[config.mk]
export PLATFORM = sky130hd
export DESIGN_NAME = bus_ctrl_flat
export DESIGN_NICKNAME = d
export VERILOG_FILES = /design/src/rtl/bus_pkg.sv /design/src/rtl/bus_ctrl_if.sv /design/src/rtl/bus_addr_decode.sv /design/src/rtl/bus_ctrl.sv /design/src/flat_wrapper.sv
export SDC_FILE = /design/constraint.sdc
export NUM_CORES = 1
export LEC_CHECK = 0
export CORE_ASPECT_RATIO = 1.25
export CORE_MARGIN = 10
export CORE_UTILIZATION = 30
export CTS_CLUSTER_DIAMETER = 50
export CTS_CLUSTER_SIZE = 30
export DETAILED_ROUTE_END_ITERATION = 7
export GPL_TIMING_DRIVEN = 1
export PLACE_DENSITY = 0.79
export SLEW_MARGIN = 20
export SYNTH_ARGS = -nofsm -noshare
export SYNTH_HDL_FRONTEND = slang
export SYNTH_SLANG_ARGS = --single-unit
export TNS_END_PERCENT = 100
[constraint.sdc]
create_clock -name clk -period 2.1 [get_ports clk]
set_clock_uncertainty 0.15 [all_clocks]
set_input_delay 0.525 -clock clk [delete_from_list [all_inputs] [get_ports clk]]
set_output_delay 0.525 -clock clk [all_outputs]
set_load 0.02 [all_outputs]
[src/rtl/bus_pkg.sv]
// Shared constants for the femtorv32 bus controller:
// chip-select bit indices, IO page codes and FSM state encoding.
package bus_pkg;

  localparam int CS_DPRAM   = 6;
  localparam int CS_UART    = 5;
  localparam int CS_GPIO    = 4;
  localparam int CS_MULT    = 3;
  localparam int CS_DIV     = 2;
  localparam int CS_BIN2BCD = 1;
  localparam int CS_RAM     = 0;

  localparam logic [2:0] PG_DPRAM   = 3'd0;
  localparam logic [2:0] PG_UART    = 3'd1;
  localparam logic [2:0] PG_GPIO    = 3'd2;
  localparam logic [2:0] PG_MULT    = 3'd3;
  localparam logic [2:0] PG_DIV     = 3'd4;
  localparam logic [2:0] PG_BIN2BCD = 3'd5;

  typedef logic [6:0] cs_t;

  localparam cs_t CS_NONE = 7'b0;

  typedef enum logic {
    IDLE = 1'b0,
    WAIT = 1'b1
  } state_t;

endpackage

[src/rtl/bus_ctrl_if.sv]
// Core/peripheral side bundle of the bus controller.
// master = core + slaves driving requests/ready; slave = controller.
interface bus_ctrl_if;

  logic [31:0] mem_addr;
  logic        mem_rstrb;
  logic [3:0]  mem_wmask;
  logic [6:0]  slave_ready;
  logic [6:0]  cs;
  logic        rd_stb;
  logic        wr_stb;
  logic        mem_rbusy;
  logic        mem_wbusy;
  logic        bus_err;

  modport master (
    output mem_addr, mem_rstrb, mem_wmask,
    output slave_ready,
    input  cs, rd_stb, wr_stb,
    input  mem_rbusy, mem_wbusy, bus_err
  );

  modport slave (
    input  mem_addr, mem_rstrb, mem_wmask,
    input  slave_ready,
    output cs, rd_stb, wr_stb,
    output mem_rbusy, mem_wbusy, bus_err
  );

endinterface

[src/rtl/bus_addr_decode.sv]
// Combinational address -> one-hot chip select.
// RAM when the IO bit is clear; IO pages 6 and 7 are unmapped.
module bus_addr_decode
  import bus_pkg::*;
#(
  parameter int IO_BIT   = 22,
  parameter int PAGE_LSB = 8
) (
  input  logic [31:0] addr,
  output cs_t         cs
);

  logic [2:0] page;
  logic       unused_addr;

  assign page        = addr[PAGE_LSB +: 3];
  assign unused_addr = &{1'b0, addr};

  always_comb begin
    cs = CS_NONE;
    if (!addr[IO_BIT]) begin
      cs[CS_RAM] = 1'b1;
    end else begin
      case (page)
        PG_DPRAM:   cs[CS_DPRAM]   = 1'b1;
        PG_UART:    cs[CS_UART]    = 1'b1;
        PG_GPIO:    cs[CS_GPIO]    = 1'b1;
        PG_MULT:    cs[CS_MULT]    = 1'b1;
        PG_DIV:     cs[CS_DIV]     = 1'b1;
        PG_BIN2BCD: cs[CS_BIN2BCD] = 1'b1;
        default:    cs = CS_NONE;
      endcase
    end
  end

endmodule

[src/rtl/bus_ctrl.sv]
// femtorv32 bus controller: select hold, strobes, wait states, errors.
// Define BUS_TIMEOUT_EN to force-complete WAIT after TIMEOUT cycles.
module bus_ctrl
  import bus_pkg::*;
#(
  parameter int IO_BIT   = 22,
  parameter int PAGE_LSB = 8,
  parameter int TIMEOUT  = 255
) (
  input  logic        clk,
  input  logic        rst,
  bus_ctrl_if.slave   bus
);

  state_t state_q, state_d;
  cs_t    cs_q, cs_d;
  cs_t    dec;
  cs_t    cs_o;
  logic   kind_q, kind_d;
  logic   err_q, err_d;
  logic   req, is_wr, done;
  logic   rd_o, wr_o, rbusy_o, wbusy_o;

`ifdef BUS_TIMEOUT_EN
  localparam logic [7:0] TMO = 8'(TIMEOUT);
  logic [7:0] tmo_q, tmo_d;
`endif

  bus_addr_decode #(
    .IO_BIT   (IO_BIT),
    .PAGE_LSB (PAGE_LSB)
  ) u_dec (
    .addr (bus.mem_addr),
    .cs   (dec)
  );

  assign is_wr = |bus.mem_wmask;
  assign req   = bus.mem_rstrb | is_wr;
  assign done  = (|(cs_q & bus.slave_ready))
               | (cs_q == CS_NONE);

  always_comb begin
    state_d = state_q;
    cs_d    = cs_q;
    kind_d  = kind_q;
    err_d   = err_q;
    cs_o    = CS_NONE;
    rd_o    = 1'b0;
    wr_o    = 1'b0;
    rbusy_o = 1'b0;
    wbusy_o = 1'b0;
`ifdef BUS_TIMEOUT_EN
    tmo_d   = tmo_q;
`endif
    unique case (state_q)
      IDLE: begin
        cs_o = req ? dec : CS_NONE;
        rd_o = bus.mem_rstrb & ~is_wr;
        wr_o = is_wr;
        if (req) begin
          cs_d    = dec;
          kind_d  = is_wr;
          state_d = WAIT;
`ifdef BUS_TIMEOUT_EN
          tmo_d   = 8'd0;
`endif
        end
      end
      WAIT: begin
        cs_o = cs_q;
        if (done) begin
          state_d = IDLE;
          if (cs_q == CS_NONE) err_d = 1'b1;
        end else begin
`ifdef BUS_TIMEOUT_EN
          // hung slave: mux falls back to its default pattern
          if (tmo_q == TMO) begin
            cs_o    = CS_NONE;
            err_d   = 1'b1;
            state_d = IDLE;
          end else begin
            rbusy_o = ~kind_q;
            wbusy_o = kind_q;
            tmo_d   = tmo_q + 8'd1;
          end
`else
          rbusy_o = ~kind_q;
          wbusy_o = kind_q;
`endif
        end
      end
      default: state_d = IDLE;
    endcase
  end

  always_ff @(posedge clk or posedge rst) begin
    if (rst) begin
      state_q <= IDLE;
      cs_q    <= CS_NONE;
      kind_q  <= 1'b0;
      err_q   <= 1'b0;
    end else begin
      state_q <= state_d;
      cs_q    <= cs_d;
      kind_q  <= kind_d;
      err_q   <= err_d;
    end
  end

`ifdef BUS_TIMEOUT_EN
  always_ff @(posedge clk or posedge rst) begin
    if (rst) tmo_q <= 8'd0;
    else     tmo_q <= tmo_d;
  end
`endif

  // keep the core and slaves quiet for the whole reset window
  assign bus.cs        = rst ? CS_NONE : cs_o;
  assign bus.rd_stb    = ~rst & rd_o;
  assign bus.wr_stb    = ~rst & wr_o;
  assign bus.mem_rbusy = ~rst & rbusy_o;
  assign bus.mem_wbusy = ~rst & wbusy_o;
  assign bus.bus_err   = err_q;

endmodule

[src/flat_wrapper.sv]
// flat-port wrapper written by rule: the top's interface ports become plain ports
module bus_ctrl_flat import bus_pkg::*;
#(
  parameter int IO_BIT   = 22,
  parameter int PAGE_LSB = 8,
  parameter int TIMEOUT  = 255
)
  (clk, rst, bus_mem_addr, bus_mem_rstrb, bus_mem_wmask, bus_slave_ready, bus_cs, bus_rd_stb, bus_wr_stb, bus_mem_rbusy, bus_mem_wbusy, bus_bus_err);
  bus_ctrl_if bus_i ();
  input  logic clk;
  input  logic rst;
  input wire logic [$bits(bus_i.mem_addr)-1:0] bus_mem_addr;
  input wire logic [$bits(bus_i.mem_rstrb)-1:0] bus_mem_rstrb;
  input wire logic [$bits(bus_i.mem_wmask)-1:0] bus_mem_wmask;
  input wire logic [$bits(bus_i.slave_ready)-1:0] bus_slave_ready;
  output wire logic [$bits(bus_i.cs)-1:0] bus_cs;
  output wire logic [$bits(bus_i.rd_stb)-1:0] bus_rd_stb;
  output wire logic [$bits(bus_i.wr_stb)-1:0] bus_wr_stb;
  output wire logic [$bits(bus_i.mem_rbusy)-1:0] bus_mem_rbusy;
  output wire logic [$bits(bus_i.mem_wbusy)-1:0] bus_mem_wbusy;
  output wire logic [$bits(bus_i.bus_err)-1:0] bus_bus_err;
  assign bus_i.mem_addr = bus_mem_addr;
  assign bus_i.mem_rstrb = bus_mem_rstrb;
  assign bus_i.mem_wmask = bus_mem_wmask;
  assign bus_i.slave_ready = bus_slave_ready;
  assign bus_cs = bus_i.cs;
  assign bus_rd_stb = bus_i.rd_stb;
  assign bus_wr_stb = bus_i.wr_stb;
  assign bus_mem_rbusy = bus_i.mem_rbusy;
  assign bus_mem_wbusy = bus_i.mem_wbusy;
  assign bus_bus_err = bus_i.bus_err;
  bus_ctrl #(.IO_BIT(IO_BIT), .PAGE_LSB(PAGE_LSB), .TIMEOUT(TIMEOUT)) u_core (.clk(clk), .rst(rst), .bus(bus_i));
endmodule
Word-level counts from Yosys, hierarchy flattened

Cells that the tools add are included.

Eq/ne operators: 5
Reduce and logical (&&, ||, !) cells: 6
Bitwise operators: 12
Multiplexer cells: 20

Operator list:

| operator                                                               | count |
|---|---|
| 1-bit two-way mux                                                      | 15 |
| 7-bit two-way mux                                                      | 2 |
| 7-bit one-hot mux with 2 select lines                                  | 1 |
| 7-bit AND                                                              | 1 |
| 7-bit zero test                                                        | 1 |
| 7-bit OR reduction                                                     | 1 |
| 3-bit by 2-bit equality test with 1-bit output (second input constant) | 2 |
| 3-bit equality test (second input constant)                            | 2 |
| 6-bit two-way mux                                                      | 1 |
| 1-bit AND                                                              | 5 |
| 1-bit NOT                                                              | 4 |
| 4-bit OR reduction                                                     | 1 |
| 3-bit by 1-bit equality test with 1-bit output (second input constant) | 1 |
| 3-bit zero test                                                        | 1 |
| 3-bit AND reduction                                                    | 1 |
| 1-bit bitwise OR                                                       | 2 |
| 1-bit one-hot mux with 2 select lines                                  | 1 |
| 2-bit AND reduction                                                    | 1 |

Register bits after elaboration: 10
Logic and storage cells: 47
Output and inout port bits: 12

Longest topological paths before layout

Gate-level depths: netlist of run 1.

Word-level depth: 6
Gate-level depth with buffers: 4
Depth with buffers taken out: 3

Hierarchy

Synthesis of run 1 repeated with hierarchy kept, for this count alone.

Cell total of the unflattened synthesis: 54
Area total of the unflattened synthesis: 649.4 um^2

Modules (own cells, without submodules):

| module          | area an instance (um^2) | instances | cells each |
|---|---|---|---|
| bus_ctrl        | 573.0                   | 1         | 47 |
| bus_addr_decode | 76.3                    | 1         | 7 |

Least setup slack after synthesis of run 1

Ideal clock, no wire load.

Kind: input port to output port
From: in bus_mem_wmask[1]
To: out bus_rd_stb
Required time: 1.425 ns
Slack: -0.209 ns
Arrival time: 1.634 ns
Path buffers: 0
Stages: 2
Cells stage by stage: nor4_4 -> nor4b_1

Longest elaborated chain between the ends: 5

RTL lines:

| element            | RTL line           | source |
|---|---|---|
| start, declared    | flat_wrapper.sv:14 | `input wire logic [$bits(bus_i.mem_wmask)-1:0] bus_mem_wmask;` |
| 4-bit OR reduction | bus_ctrl.sv:37     | `assign is_wr = \|bus.mem_wmask;` |
| 1-bit NOT          | bus_ctrl.sv:58     | `rd_o = bus.mem_rstrb & ~is_wr;` |
| 1-bit AND          | bus_ctrl.sv:58     |  |
| 1-bit two-way mux  | bus_ctrl.sv:55     | `unique case (state_q)` |
| 1-bit AND          | bus_ctrl.sv:119    | `assign bus.rd_stb = ~rst & rd_o;` |
| end, declared      | flat_wrapper.sv:17 | `output wire logic [$bits(bus_i.rd_stb)-1:0] bus_rd_stb;` |

No other way between the ends.

Worst setup path in the final report of run 1

From: in bus_slave_ready[2]
To: out bus_mem_rbusy

Longest elaborated chain between the ends: 6

RTL lines:

| element            | RTL line           | source |
|---|---|---|
| start, declared    | flat_wrapper.sv:15 | `input wire logic [$bits(bus_i.slave_ready)-1:0] bus_slave_ready;` |
| 7-bit AND          | bus_ctrl.sv:39     | `assign done = (\|(cs_q & bus.slave_ready))` |
| 7-bit OR reduction | bus_ctrl.sv:39     |  |
| 1-bit bitwise OR   | bus_ctrl.sv:40     | `\| (cs_q == CS_NONE);` |
| 1-bit two-way mux  | bus_ctrl.sv:71     | `if (done) begin` |
| 1-bit two-way mux  | bus_ctrl.sv:55     |  |
| 1-bit AND          | bus_ctrl.sv:121    | `assign bus.mem_rbusy = ~rst & rbusy_o;` |
| end, declared      | flat_wrapper.sv:19 | `output wire logic [$bits(bus_i.mem_rbusy)-1:0] bus_mem_rbusy;` |

No other way between the ends.

==> summary.txt, run 1 <==
Die Ht - 71.2 um
Post-DP Area - 1080 um2
Nets - 155
CTS Buf Count - 3
Worst Path Buf+Inv - 3
Sw frac - 36.6%
Initial Utilization - 31.7%
Failing checks - negative setup slack
Worst EP arrival - 1.70 ns
Root buf cell - clkbuf_4
Overall routed net length - 2.22 mm
Total chip power - 1.04 mW
P_sw - 0.381 mW
I/O pin count - 58
Sequential share of the synthesized area - 39.8%
Commonest non-fill, non-tap cell in the layout - buf_4
Adder-cell share of the synthesized area - 0%
Measured slew at the worst slew-check pin - 0.466 ns
Clk pwr share - 16.3%
Port-buffer cells - 29
CP delay by family, top - buffers and inverters
Clock latency on the worst-skew pair - 0.26 ns
Die footprint - 4340 um2
Simple-gate share of the synthesized area - 23.3%
Mean Syn Cell Area - 11.0 um2
Internal power - 0.660 mW
Mux share of post-synthesis cell area - 12.5%
Crit path time final - 2.37 ns
Mapped Cells - 57
Final setup viols - 10
Final worst slack - -0.271 ns
DRC - 0
Most used cell, CP - buf_4
Via-per-instance ratio - 5.12
Initial antenna violation count - 0
Sequential Power Share - 27.4%
Synth Register Bits - 10
Diodes inserted - 0
P_leak - 0.549 nW
Synth Area in XOR/XNOR - 0%
Finished Cell Area - 1160 um2
Synthesized Nets - 103
WP depth - 6
Iter 0 DRT Violations - 8
DRT Pass-1 Iters - 4
Antenna Nets Post-Route - 0
Setup crit start - bus_slave_ready[2]
Max-cap violations - 0
Grt total ovfl - 0
Number of global-route vias before repair - 719
Area of the core - 1980 um2
Hold Slack - 0.287 ns
CTS H-tree lvls - 1
Compound-gate portion of the synthesized area - 21.1%
Startpoint types - input pin
Worst Hold Class - in2async
First-pass GRT wire length - 3.50 mm
Clock transition at path regs - 0.07 ns
Worst-path maximum fanout - 3
Peak per-stage delay on the critical path - 0.26 ns
R2R depth - 4
Slew HR - 68.9%
Tcrit/Tclk final - 113%
Final Wtd Congestion - 0.781
Reg-to-reg startpoint - u_core.cs_q[6]
CP max-delay cell - dlygate4sd2_1
Final Hold Vio Count - 0
Most frequent cells in the layout - 22 x buf_4, 11 x dlygate4sd2_1, 10 x buf_6, 10 x dfrtp_1
Kind of critical path - in2out
Hold buffers post-CTS - 0
Clock Tree Buf Depth - 2
Slew Viols, Final - 0
Maximum clock rate - 0.422 GHz
Status - finished, violations left
Worst vdd ir - 735 uV
Final std cells w/o fill - 128
Cell Rows - 18
TritonCTS clock tree - built
Sink Count - 10
Number of distinct library cells after synthesis - 25
Req. time, crit path - 1.42 ns
Comb pwr share - 56.3%
Total Routing Usage GR - 10.2%
Syn Std Cell Area - 628 um2
Largest family of logic cells by synthesized area - simple AND/OR/NAND/NOR gates
CP Cell Sequence - dlygate4sd2_1, a22oi_2, nand4_1, buf_4, nor4_2, buf_4
Setup TNS - -0.945 ns
Synthesis-to-finish area growth - 84.7%
Synth warn - 0
Via count - 655
Placed Instances - 120
Setup crit end kind - primary output
Final HPWL DP - 1.75 mm
Die Wd - 60.9 um
Unrepaired setup endpoints after global routing - true
Share of cells above drive strength 1 - 59.3%
Routed WL per cell - 17.3 um
PD cells - 897 nW/um2
Largest net degree at the start of global routing - 11
[final timing paths]
check / to / slack (ns)
min: u_core.state_q / 0.29
min in group clk: u_core.bus.bus_err / 0.32
max reg2reg: u_core.state_q / 0.41
max in group asynchronous: u_core.cs_q[5] / 1.25
max: bus_mem_rbusy / -0.27
min reg2reg: u_core.bus.bus_err / 0.32
[registers in the layout (all words and copies together) (netlist names)]
signal,count
u_core.cs_q,7
u_core.bus.bus_err,1
u_core.kind_q,1
u_core.state_q,1
[metrics by stage]
stage | util [%] | setup WS [ns]
after floorplan | - | 0.0367
after global placement | 54.4 | -0.874
after detailed placement | 54.4 | -0.883
after CTS | 56.6 | -0.274
after global routing | 58.5 | -0.338
final | 58.5 | -0.271
[kinds of logic after synthesis]
| family | after synthesis |
|---|---|
| simple gates | 18 |
| compound gates | 17 |
| flops | 10 |
| mux | 7 |
| buf+inv | 5 |
[synthesized netlist by cell type]
library cell	n	area (um2)
a22o_1	7	61.3
nor2_1	2	7.51
nand2b_1	2	12.5
a21o_1	1	7.51
a211oi_1	1	7.51
nand4_1	1	6.26
and4b_1	1	10.0
o21ai_0	2	10.0
a21oi_2	1	8.76
nor2b_1	1	6.26
dfrtp_1	10	250
a22oi_1	3	22.5
inv_1	3	11.3
nor3b_1	1	7.51
a21boi_0	1	7.51
clkbuf_1	1	3.75
nor4b_1	2	17.5
nand2_1	1	3.75
mux2_2	7	78.8
nor4_1	1	6.26
o21bai_1	1	7.51
nor4_4	2	42.5
or4_4	1	11.3
nor3_1	3	15.0
buf_2	1	5.00
[what timing repair did]
item                                    in CTS  in global routing
pin swaps                                   10                  5
setup buffers                                2                  3
endpoints found under the setup margin      11                 11
resized for setup                           93                 18
[metal layers]
| metal | vias to the layer above | track usage, % | share of wire, % |
|---|---|---|---|
| met5 | - | 0 | 0 |
| met3 | 2 | 5.00 | 9.4 |
| li1 | 325 | - | - |
| met4 | 0 | 1.47 | 0.23 |
| met2 | 24 | 18.0 | 53 |
| met1 | 304 | 10.5 | 38 |
[tightest hold or removal path: cells and delay by family]
kind | cells | cell delay (ns)
buf+inv | 3 | 0.59
[cell type report]
class,count,area (um2)
Sequential cell,10,250
Tap cell,20,25.0
Fill cell,180,822
Clock buffer,4,36.3
Inverter,3,11.3
Timing Repair Buffer,49,409
Multi-Input combinational cell,42,428
[power by group through the flow]
stage,sequential (mW),combinational (mW),clock (mW)
detailed placement,0.283,0.534,0
floorplan,0.273,0.301,0
CTS,0.281,0.545,0.174
global placement,0.279,0.523,0
global route,0.289,0.630,0.187
finish,0.285,0.586,0.170
(Power assumes the default switching activity.)
==> run 2, diff against run 1 <==
==> constraint.sdc (replaced) <==
create_clock -name clk -period 2.1 [get_ports clk]
set_clock_uncertainty 0.15 [all_clocks]
set_input_delay 0.42 -clock clk [delete_from_list [all_inputs] [get_ports clk]]
set_output_delay 0.42 -clock clk [all_outputs]
set_load 0.02 [all_outputs]
==> run 2 against run 1 <==
  * The run still ends with negative setup slack left
  * Routed wire length increased by 1.7%
  * Power decreased by 1.9%
  * Die area stayed put
  * Flip-flop and latch count stayed put
  * Critical endpoint is now bus_mem_wbusy
  * Critical path type is now reg2out
==> summary.txt, run 2 (synthesized netlist as in run 1, its figures left out) <==
Crit path time final - 2.26 ns (-0.112 ns)
Comb pwr share - 59.3% (+3.0 points)
Clock latency on the worst-skew pair - 0.26 ns (about the same)
Total chip power - 1.02 mW (-1.9%)
Root buf cell - clkbuf_4
Via-per-instance ratio - 5.51 (+7.7%)
P_sw - 0.382 mW (+0.12%)
DRC - 0 (unchanged)
Most frequent cells in the layout - 21 x buf_4, 9 x dfrtp_1, 7 x mux2_2, 7 x a22o_1, 7 x buf_2
CTS H-tree lvls - 1 (unchanged)
CTS Buf Count - 3 (unchanged)
First-pass GRT wire length - 3.59 mm (+2.6%)
Sequential Power Share - 28.0% (+0.6 points)
Clock transition at path regs - 0.06 ns (about the same)
Initial antenna violation count - 0 (unchanged)
Worst-path maximum fanout - 3 (unchanged)
Sink Count - 10 (unchanged)
Maximum clock rate - 0.443 GHz (+5.0%)
Area of the core - 1980 um2 (unchanged)
P_leak - 0.588 nW (+7.2%)
DRT Pass-1 Iters - 2 (-2)
Setup crit end kind - primary output
Antenna Nets Post-Route - 0 (unchanged)
Overall routed net length - 2.26 mm (+1.7%)
Die footprint - 4340 um2 (unchanged)
Status - finished, violations left
I/O pin count - 58 (unchanged)
Clk pwr share - 12.7% (-3.6 points)
Internal power - 0.639 mW (-3.1%)
Worst EP arrival - 1.69 ns (about the same)
Total Routing Usage GR - 10.4% (+0.22 points)
Sw frac - 37.4% (+0.77 points)
Kind of critical path - reg2out
Share of cells above drive strength 1 - 58.9% (-0.38 points)
Grt total ovfl - 0 (unchanged)
Synthesis-to-finish area growth - 85.5%
TritonCTS clock tree - built
Req. time, crit path - 1.53 ns (+0.11 ns)
Startpoint types - register
Failing checks - negative setup slack
Die Ht - 71.2 um (unchanged)
Diodes inserted - 0 (unchanged)
Placed Instances - 117 (-2.5%)
PD cells - 876 nW/um2 (-2.4%)
Tcrit/Tclk final - 108% (-5.4 points)
Slew Viols, Final - 0 (unchanged)
Final HPWL DP - 1.66 mm (-4.9%)
Clock Tree Buf Depth - 2 (unchanged)
Via count - 700 (+6.9%)
Routed WL per cell - 17.8 um (+2.5%)
Most flop-heavy register - u_core.cs_q
Slew HR - 70.4% (+1.4 points)
Measured slew at the worst slew-check pin - 0.445 ns (-0.0211 ns)
Largest register FFs - 7 (unchanged)
Final Wtd Congestion - 0.833 (+6.6%)
Filler instances - 195 (+8.3%)
Number of global-route vias before repair - 735 (+2.2%)
Nets - 155 (unchanged)
Worst Hold Class - reg2reg
Commonest non-fill, non-tap cell in the layout - buf_4
Unrepaired setup endpoints after global routing - true
Final std cells w/o fill - 127 (-0.78%)
Worst vdd ir - 648 uV (-12%)
Final worst slack - -0.159 ns (+0.112 ns)
Worst slack at placement - -1.15 ns (-0.265 ns)
Initial Utilization - 31.7% (unchanged)
Hold buffers post-CTS - 0 (unchanged)
Cell Rows - 18 (unchanged)
Final Hold Vio Count - 0 (unchanged)
Largest net degree at the start of global routing - 11 (unchanged)
Iter 0 DRT Violations - 13 (+5)
Max-cap violations - 0 (unchanged)
Hold Slack - 0.318 ns (+0.0308 ns)
Final setup viols - 2 (-8)
Die Wd - 60.9 um (unchanged)
Port-buffer cells - 29 (unchanged)
[run 2: cell types whose count changed in the layout (fill, tap and decap cells not counted), moves of 3 or more]
cell	before	now
buf_6	10	4
dlygate4sd2_1	11	6
dlymetal6s2s_1	0	5
buf_2	3	7
clkdlybuf4s50_1	1	4
[run 2: metal layers]
metal,share of wire (%),global-route usage [%],vias to the layer above,routed length (um)
li1,-,-,325,-
met1,38,11.7,344,865
met2,50,16.3,27,1140
met3,9.9,6.07,4,224
met4,1.3,2.44,0,29
met5,0,0,-,0
[run 2: power by group through the flow]
stage | combinational, mW | sequential [mW] | clock [mW]
floorplan | 0.283 | 0.272 | 0
global placement | 0.497 | 0.280 | 0
detailed placement | 0.503 | 0.280 | 0
CTS | 0.525 | 0.284 | 0.135
global route | 0.647 | 0.291 | 0.149
finish | 0.605 | 0.285 | 0.130
[run 2: layout make-up]
| class | count | area [um2] | share of cell area (%) |
|---|---|---|---|
| multi-input cells | 42 | 452 | 38.8 |
| repair buffers | 49 | 403 | 34.6 |
| flip-flops and latches | 10 | 251 | 21.6 |
| well taps | 20 | 25.0 | 2.15 |
| clock buffers | 3 | 22.5 | 1.93 |
| inverters | 3 | 11.3 | 0.967 |
[run 2: per-stage QoR]
stage	setup TNS [ns]	instance area, um2	util [%]
floorplan	0	628	-
global placement	-10.19	1030	52.1
CTS	-0.403	1080	54.5
finish	-0.306	1160	58.8
detailed placement	-10.84	1030	52.1
global route	-0.567	1160	58.8
[run 2: path summary, 6_finish.rpt]
| check | slack [ns] | from | depth (start not counted) | to |
|---|---|---|---|---|
| min in group asynchronous | 0.36 | rst | 3 | u_core.kind_q |
| min | 0.32 | u_core.bus.bus_err | 1 | u_core.bus.bus_err |
| min reg2reg | 0.32 | u_core.bus.bus_err | 1 | u_core.bus.bus_err |
| max | -0.16 | u_core.cs_q[4] | 4 | bus_mem_wbusy |
| max in group asynchronous | 1.13 | rst | 3 | u_core.state_q |
| max reg2reg | 0.34 | u_core.cs_q[4] | 5 | u_core.state_q |
[run 2: critical path, stage by stage, from the launching register on]
cell,delay [ns]
dfrtp_1,0.43
or4_4,0.51
nor4_4,0.23
nor4b_2,0.09
buf_4,0.17
[run 2: repair_timing]
action | in CTS | in global routing
setup endpoints to repair | 11 | 10
pin swaps | 4 | 7
setup buffers | 5 | 4
gates resized for setup | 73 | 25
